<file path="src/rtl/coriolis_pkg.sv">
// Shared definitions for the coriolis kernel datapath.
//
// STREAMW       : width of one stream word (32-bit FP payload plus the
//                 2-bit flopoco exception field in the top bits).
// FP_EXC_NORMAL : flopoco exception code for an ordinary finite number.
// obuf_op_e     : per-cycle buffer operation, encoded as {push, pop} so the
//                 control logic can cast the two strobes straight into it.
package coriolis_pkg;

    localparam int STREAMW = 34;

    localparam logic [1:0] FP_EXC_NORMAL = 2'b01;

    typedef enum logic [1:0] {
        OBUF_IDLE = 2'b00,
        OBUF_POP  = 2'b01,
        OBUF_PUSH = 2'b10,
        OBUF_BOTH = 2'b11
    } obuf_op_e;

endpackage : coriolis_pkg

</file>
<file path="src/rtl/coriolis_ker0_obuf_ram.sv">
// Storage array for the ker0 output buffer.
//
// DEPTH x W register array with one synchronous write port and one
// asynchronous read port. The contents are deliberately not reset: the
// valid/occupancy state in the parent decides which entries are meaningful.
//
// Ports:
//   clk    in   rising-edge clock
//   we     in   write enable
//   waddr  in   write address
//   wdata  in   write data
//   raddr  in   read address
//   rdata  out  mem[raddr], combinational
module coriolis_ker0_obuf_ram #(
    parameter int W     = 34,
    parameter int DEPTH = 8,
    parameter int AW    = 3
) (
    input  logic          clk,
    input  logic          we,
    input  logic [AW-1:0] waddr,
    input  logic [W-1:0]  wdata,
    input  logic [AW-1:0] raddr,
    output logic [W-1:0]  rdata
);

    logic [W-1:0] mem [DEPTH];

    always_ff @(posedge clk) begin
        if (we) begin
            mem[waddr] <= wdata;
        end
    end

    assign rdata = mem[raddr];

endmodule : coriolis_ker0_obuf_ram

</file>
<file path="src/rtl/coriolis_ker0_obuf.sv">
// Elastic output buffer behind the fixed-latency ker0 leaf node.
//
// First-word-fall-through FIFO that absorbs results still in flight in the
// upstream pipeline when the consumer stalls. iready is a slack-adjusted
// "space available" hint: it drops while SLACK or fewer entries are free so
// that up to SLACK words already launched upstream can still land. Writes are
// never gated by iready; only a truly full buffer rejects a word, and doing
// so sets the sticky ovf error flag.
//
// Ports:
//   clk      in   rising-edge clock
//   rst      in   asynchronous active-low reset
//   ivalid   in   upstream word valid
//   in1_s0   in   upstream word
//   iready   out  registered, (DEPTH - occupancy) > SLACK
//   ovalid   out  head entry valid (occupancy != 0)
//   out1_s0  out  head entry, forced to zero while empty
//   oready   in   downstream accepts head entry
//   count    out  occupancy, 0..DEPTH
//   ovf      out  sticky overflow, cleared only by reset
//
// DEPTH must be a power of two >= 2, and SLACK must be below DEPTH.
module coriolis_ker0_obuf #(
    parameter int STREAMW = coriolis_pkg::STREAMW,
    parameter int DEPTH   = 8,
    parameter int SLACK   = 3,
    parameter int AW      = $clog2(DEPTH)
) (
    input  logic               clk,
    input  logic               rst,
    input  logic               ivalid,
    input  logic [STREAMW-1:0] in1_s0,
    output logic               iready,
    output logic               ovalid,
    output logic [STREAMW-1:0] out1_s0,
    input  logic               oready,
    output logic [AW:0]        count,
    output logic               ovf
);

    import coriolis_pkg::*;

    localparam logic [AW:0] DEPTH_C = (AW+1)'(DEPTH);
    localparam logic [AW:0] SLACK_C = (AW+1)'(SLACK);

    logic [AW-1:0]      wr_ptr;
    logic [AW-1:0]      rd_ptr;
    logic [AW:0]        count_q;
    logic [AW:0]        count_d;
    logic               iready_q;
    logic               iready_d;
    logic               ovf_q;
    logic               full;
    logic               push;
    logic               pop;
    logic [STREAMW-1:0] rd_data;
    obuf_op_e           op;

    // Full is judged on the registered occupancy, so a pop in the same cycle
    // does not make room for a write arriving while full.
    assign full = (count_q == DEPTH_C);
    assign push = ivalid && !full;
    assign pop  = (count_q != '0) && oready;

    always_comb begin
        op      = obuf_op_e'({push, pop});
        count_d = count_q;
        unique case (op)
            OBUF_PUSH: count_d = count_q + (AW+1)'(1);
            OBUF_POP:  count_d = count_q - (AW+1)'(1);
            default:   count_d = count_q;
        endcase
    end

    // Registered ready looks at the post-edge occupancy so it is exact in the
    // cycle it is presented.
    always_comb begin
        iready_d = (DEPTH_C - count_d) > SLACK_C;
    end

    always_ff @(posedge clk or negedge rst) begin
        if (!rst) begin
            wr_ptr   <= '0;
            rd_ptr   <= '0;
            count_q  <= '0;
            iready_q <= 1'b1;
            ovf_q    <= 1'b0;
        end else begin
            // Pointers wrap naturally because DEPTH is a power of two.
            if (push) begin
                wr_ptr <= wr_ptr + AW'(1);
            end
            if (pop) begin
                rd_ptr <= rd_ptr + AW'(1);
            end
            count_q  <= count_d;
            iready_q <= iready_d;
            if (ivalid && full) begin
                ovf_q <= 1'b1;
            end
        end
    end

    coriolis_ker0_obuf_ram #(
        .W     (STREAMW),
        .DEPTH (DEPTH),
        .AW    (AW)
    ) u_ram (
        .clk   (clk),
        .we    (push),
        .waddr (wr_ptr),
        .wdata (in1_s0),
        .raddr (rd_ptr),
        .rdata (rd_data)
    );

    // The array is not reset, so the head is masked while empty; this keeps
    // out1_s0 at zero during and after reset without clearing storage.
    assign ovalid  = (count_q != '0);
    assign out1_s0 = ovalid ? rd_data : '0;
    assign iready  = iready_q;
    assign count   = count_q;
    assign ovf     = ovf_q;

endmodule : coriolis_ker0_obuf

</file>
<file path="config.mk">
export PLATFORM = sky130hd
export DESIGN_NAME = coriolis_ker0_obuf
export DESIGN_NICKNAME = d
export VERILOG_FILES = /design/src/rtl/coriolis_pkg.sv /design/src/rtl/coriolis_ker0_obuf_ram.sv /design/src/rtl/coriolis_ker0_obuf.sv
export SDC_FILE = /design/constraint.sdc
export NUM_CORES = 1
export LEC_CHECK = 0
export BUFFER_PORTS_ARGS = -buffer_cell sky130_fd_sc_hd__buf_2
export CELL_PAD_IN_SITES_DETAIL_PLACEMENT = 0
export CELL_PAD_IN_SITES_GLOBAL_PLACEMENT = 2
export CORE_MARGIN = 1
export CORE_UTILIZATION = 51
export DETAILED_ROUTE_END_ITERATION = 8
export HOLD_SLACK_MARGIN = 0.03
export PLACE_DENSITY_LB_ADDON = 0.3
export SLEW_MARGIN = 20
export SYNTH_ARGS = -nofsm -noshare
export SYNTH_HDL_FRONTEND = slang
export SYNTH_SLANG_ARGS = --single-unit
export TNS_END_PERCENT = 10
</file>
<file path="constraint.sdc">
create_clock -name clk -period 14.2 [get_ports clk]
set_input_delay 1.42 -clock clk [delete_from_list [all_inputs] [get_ports clk]]
set_output_delay 1.42 -clock clk [all_outputs]
set_load 0.01 [all_outputs]
</file>
# After elaboration in Yosys (flattened, before gate mapping)
# Memories as Yosys holds them, arrays and structs flattened.
# Cells that the tools add are included.
[word_totals]
regBits = 12
latch_bits = 0
ramBits = 272
rom_bits = 0
in_bits = 38
out_inout_bits = 41
mem_count = 1
[memory_table]
columns = ["name", "depth", "word_bits", "rd", "rd_clocked_by_memory_dff", "write_ports", "line", "text"]
rows = [
  ["u_ram.mem", 8, 34, 1, 0, 1, "coriolis_ker0_obuf_ram.sv:27", "logic [W-1:0] mem [DEPTH];"],
]
[op_classes]
addsub = 5
multipliers = 0
n_div = 0
order_cmp = 1
eq_ne = 3
shift = 0
mux = 4
bitwise_logic = 0
n_reduce_logical = 5
[ops]
columns = ["operator", "n"]
rows = [
  ["$mux W34", 1],
  ["$pmux W4 S2", 1],
  ["$add A3 B1 Y3 const B", 2],
  ["$add A4 B1 Y4 const B", 1],
  ["$eq A4 B4 Y1 const B", 1],
  ["$gt A4 B2 Y1 const B", 1],
  ["$reduce_bool A4 Y1", 1],
  ["$sub A4 B1 Y4 const B", 1],
  ["$sub A4 B4 Y4 const A", 1],
  ["$logic_and A1 B1 Y1", 3],
  ["$eq A2 B1 Y1 const B", 1],
  ["$eq A2 B2 Y1 const B", 1],
  ["$mux W1", 2],
  ["$logic_not A1 Y1", 1],
]

# Depth between registers and ports, before layout
[logic_depth]
word_depth = 7
mapped_depth = 11
depth_no_buf = 10

# Cells and area by module
# A second synthesis with hierarchy kept.
[hier_totals]
cells_unflattened = 507
hier_area_um2 = 11295.8
[by_module_without_submodules]
columns = ["module", "instances", "cells_each", "area_per_inst_um2", "seq_area_each_um2"]
rows = [
  ["coriolis_ker0_obuf_ram", 1, 407, 10402.5, 8167.8],
  ["coriolis_ker0_obuf", 1, 100, 893.4, 301.5],
]

# Worst setup path after synthesis
# OpenSTA, ideal clock, no wires.
[synth_path]
path_kind = "input to register"
from = "input port ivalid"
to = "memory u_ram.mem[0][0] (enable)"
setup_ps = 510
t_arrival_ps = 5163
required_time_ps = 13690
setup_slack_ps = 8526
path_stages = 4
cell_sequence = "inv_1 > a21oi_1 > inv_2 > nor4_1"
[synth_via]
elab_chain_cells = 3
[synth_rtl]
columns = ["element", "line", "text"]
rows = [
  ["start: declaration", "coriolis_ker0_obuf.sv:31", "input logic ivalid,"],
  ["$logic_and A1 B1 Y1", "coriolis_ker0_obuf.sv:62", "assign push = ivalid && !full;"],
  ["$mux W1", "coriolis_ker0_obuf_ram.sv:30", "if (we) begin"],
  ["$mux W1 (not written as such)", "coriolis_ker0_obuf_ram.sv:31", "mem[waddr] <= wdata;"],
  ["end: declaration", "coriolis_ker0_obuf_ram.sv:27", ""],
]
# Every way passes these cells.

# Worst setup path in the final report
[layout_path]
from = "register rd_ptr[0]"
to = "output port out1_s0[19]"
[layout_via]
elab_chain_cells = 2
[layout_rtl]
columns = ["element", "line", "text"]
rows = [
  ["start: declaration", "coriolis_ker0_obuf.sv:47", "logic [AW-1:0] rd_ptr;"],
  ["start signal: assignment", "coriolis_ker0_obuf.sv:94", "rd_ptr <= rd_ptr + AW'(1);"],
  ["$mem_v2 Z8 W34", "n/a", ""],
  ["$mux W34", "coriolis_ker0_obuf.sv:120", "assign out1_s0 = ovalid ? rd_data : '0;"],
  ["end: declaration", "coriolis_ker0_obuf.sv:35", "output logic [STREAMW-1:0] out1_s0,"],
]
# Every way passes these cells.

==> results.toml <==
[status]
status = "completed"

[sta]
max_slew_margin = 0.307
finalSetupTns_ps = 0
final-setup-viol-count = 0
clock_skew_ps = 12.9
fin_crit_sh = 0.324
whs_ps = 481
fmax_ghz = 0.217
worst_pin_slew_ps = 1040
hold_viol = 0
rsz0062_at_grt = "false"
drv_slew = 0
fin_crit_ps = 4600

[clock_tree]
cts_sinks = 284
postCtsHoldBufs = 0
clock_path_buffers = 3
cts_root_buf = "clkbuf_16"
path_clk_slew_ps = 60
clkLatencyLatePin_ps = 550
cts_setup_buffers = 0
cts-resized-gates = 0
cts_tree = "yes"
h-tree-depth = 1
cts_buffers = 29

[synthesis]
yosysWarnings = 0
synth_compound_area_frac = 0.00524
synth-simple-area-share = 0.0278
synth_nets = 545
syn_inst = 503
synth-adder-area-share = 0.00455
synth_largest_area_cell = "edfxtp_1"
synth.area.top_cells = "edfxtp_1, mux4_2, mux2i_1, dfrtp_1, nor2_1"
synth-seq-cells = 284
synth-xor-area-share = 0.00626
synth_seq_area_share = 0.770
synthDominantCellAreaShare = 0.743
synth-edff-count = 272
yosys.cell_types.count = 35
ys_async_sr_fraction = 0.0423
syn_avg_cell_area_um2 = 21.9
synth_top_family_by_area = "multiplexers"
synth_area_um2 = 11000
ys.flop_type = "edfxtp_1"
synthMuxAreaShare = 0.175

[power]
power_mw = 2.64
clockPowerShare = 0.266
comb_power_share = 0.288
internal_power_mw = 1.83
ir_drop_uv = 148
powerDensity_nw_per_um2 = 208
p_leak_nw = 4.31
p_sw_frac = 0.306
power_frac_seq = 0.447
switching_power_uw = 809

[setup_path]
r2r-end = "iready"
reg2reg_setup_slack_ps = 11030
critical_path.max_stage_delay_ps = 820
critPathArrivalTime_ps = 3180
cp.required_ps = 12780
start_kind = "flip-flop"
cp-end-kind = "primary output"
cp_slowest_cell = "buf_4"
r2r_cells = 10
crit_fanout = 47
r2r-start = "count[2]"
cp_cell_sequence = "buf_4 > mux4_2 > mux2i_1 > nor2_1 > buf_2"
worst-setup-path-type = "flip-flop to primary output"

[die]
dieArea_um2 = 22100
rows = 53
initial_core_util = 0.521
die_y_um = 149
boundaryPins = 79
coreArea_um2 = 21100
die_w_um = 149

[global_routing]
grt_antenna_before_repair = 1
grt_overflow = 0
grt_usage = 0.198
grt_max_degree = 71
grt_pass1_wl_um = 32300
grt_pass1_vias = 5360

[layout]
nets = 647
multiInputGateArea_um2 = 2450
fill_cells = 1528
instances_no_fill = 904
mostFrequentLayoutCells = "edfxtp_1, buf_2, mux4_2"
drive_gt1_frac = 0.358
synthToLayoutAreaGrowth_pct = 15.5
layout_commonest_cell = "edfxtp_1"
regArea_um2 = 8480

[drt]
drt_wl_total_um = 20600
drtIter0Drc = 306
first_pass_iters = 4
route.detailed.drc = 0
vias = 5150
via_per_inst = 5.70
wl_per_cell_um = 22.8
antenna_left = 0

[placement]
place_hpwl_um = 11600
placed_cells = 849
portBuffers = 78
place.gp.congestion = 0.728

[worst_hold_path]
min_to = "ovf"
hp-start = "ovf"
whs_path_depth = 1
hold_path_class = "flip-flop to flip-flop"

[job]
cap_violations = 0
==> stage by stage <==
stage / area, um2 / worst slack [ps] / util
global placement: 11800 / 10090 / 0.560
CTS: 12700 / 9470 / 0.602
floorplan: 11000 / 8530 / -
detailed placement: 11800 / 10070 / 0.560
finish: 12700 / 9600 / 0.602
global route: 12700 / 9300 / 0.602
==> critical path, delay by kind of cell (launching register included) <==
kind	cells	cell delay (ps)
DFF	1	730
muxes	2	790
buffers and inverters	2	1000
and+or+nand+nor	1	90
==> routing by layer <==
metal | GRT usage | share of wire | vias to the layer above
met3 | 0.0349 | 0.064 | 26
met2 | 0.317 | 0.50 | 140
li1 | - | - | 2276
met4 | 0.0454 | 0.016 | 0
met5 | 0 | 0 | -
met1 | 0.288 | 0.42 | 2708
==> flip-flops by register name, summed over array words and instances, names as in the netlist <==
name       flops
wr_ptr         3
count          4
iready         1
u_ram.mem    272
ovf            1
rd_ptr         3
==> cell type report <==
cell class	instances	area share
Antenna cell	1	0.000197
Clock buffer	36	0.0592
Clock inverter	18	0.0108
Inverter	4	0.00118
Multi-Input combinational cell	191	0.193
Sequential cell	284	0.668
Tap cell	275	0.0271
Timing Repair Buffer	95	0.0408
==> cell families after synthesis <==
logic type               Yosys count
flip-flops                       284
multiplexers                     106
AND/OR/NAND/NOR                   66
buffers and inverters             28
AO/OA/AOI/OAI                      8
XOR/XNOR                           7
adder cells (fa/ha/maj)            4
==> cells in the mapped netlist, types with 2 or more instances <==
library cell,n
mux4_2,68
nand2b_1,3
mux2i_1,35
nor2_1,38
xnor2_1,5
nor3_1,6
buf_2,11
nor2b_1,2
nand2_1,10
inv_2,3
ha_1,4
dfrtp_1,11
a21oi_1,3
clkbuf_1,12
edfxtp_1,272
==> how the worst max path moves through the flow <==
stage	startpoint	endpoint	slack, ps	cells past startpoint
2_1_floorplan	ivalid	u_ram.mem[0][0]	8530	4
3_3_place_gp	rd_ptr[0]	out1_s0[0]	10090	5
3_5_place_dp	rd_ptr[0]	out1_s0[19]	10070	5
4_1_cts	rd_ptr[0]	out1_s0[19]	9470	5
5_1_grt	rd_ptr[0]	out1_s0[19]	9300	5
6_report	rd_ptr[0]	out1_s0[19]	9600	5
==> power groups by stage <==
stage	clock network, mW	logic (mW)	registers [mW]
2_1_floorplan	0	0.586	1.11
4_1_cts	0.717	0.778	1.18
6_report	0.701	0.760	1.18
3_5_place_dp	0	0.775	1.20
3_3_place_gp	0	0.767	1.19
5_1_grt	0.750	0.832	1.20
Power figures use the tool's default switching activity.
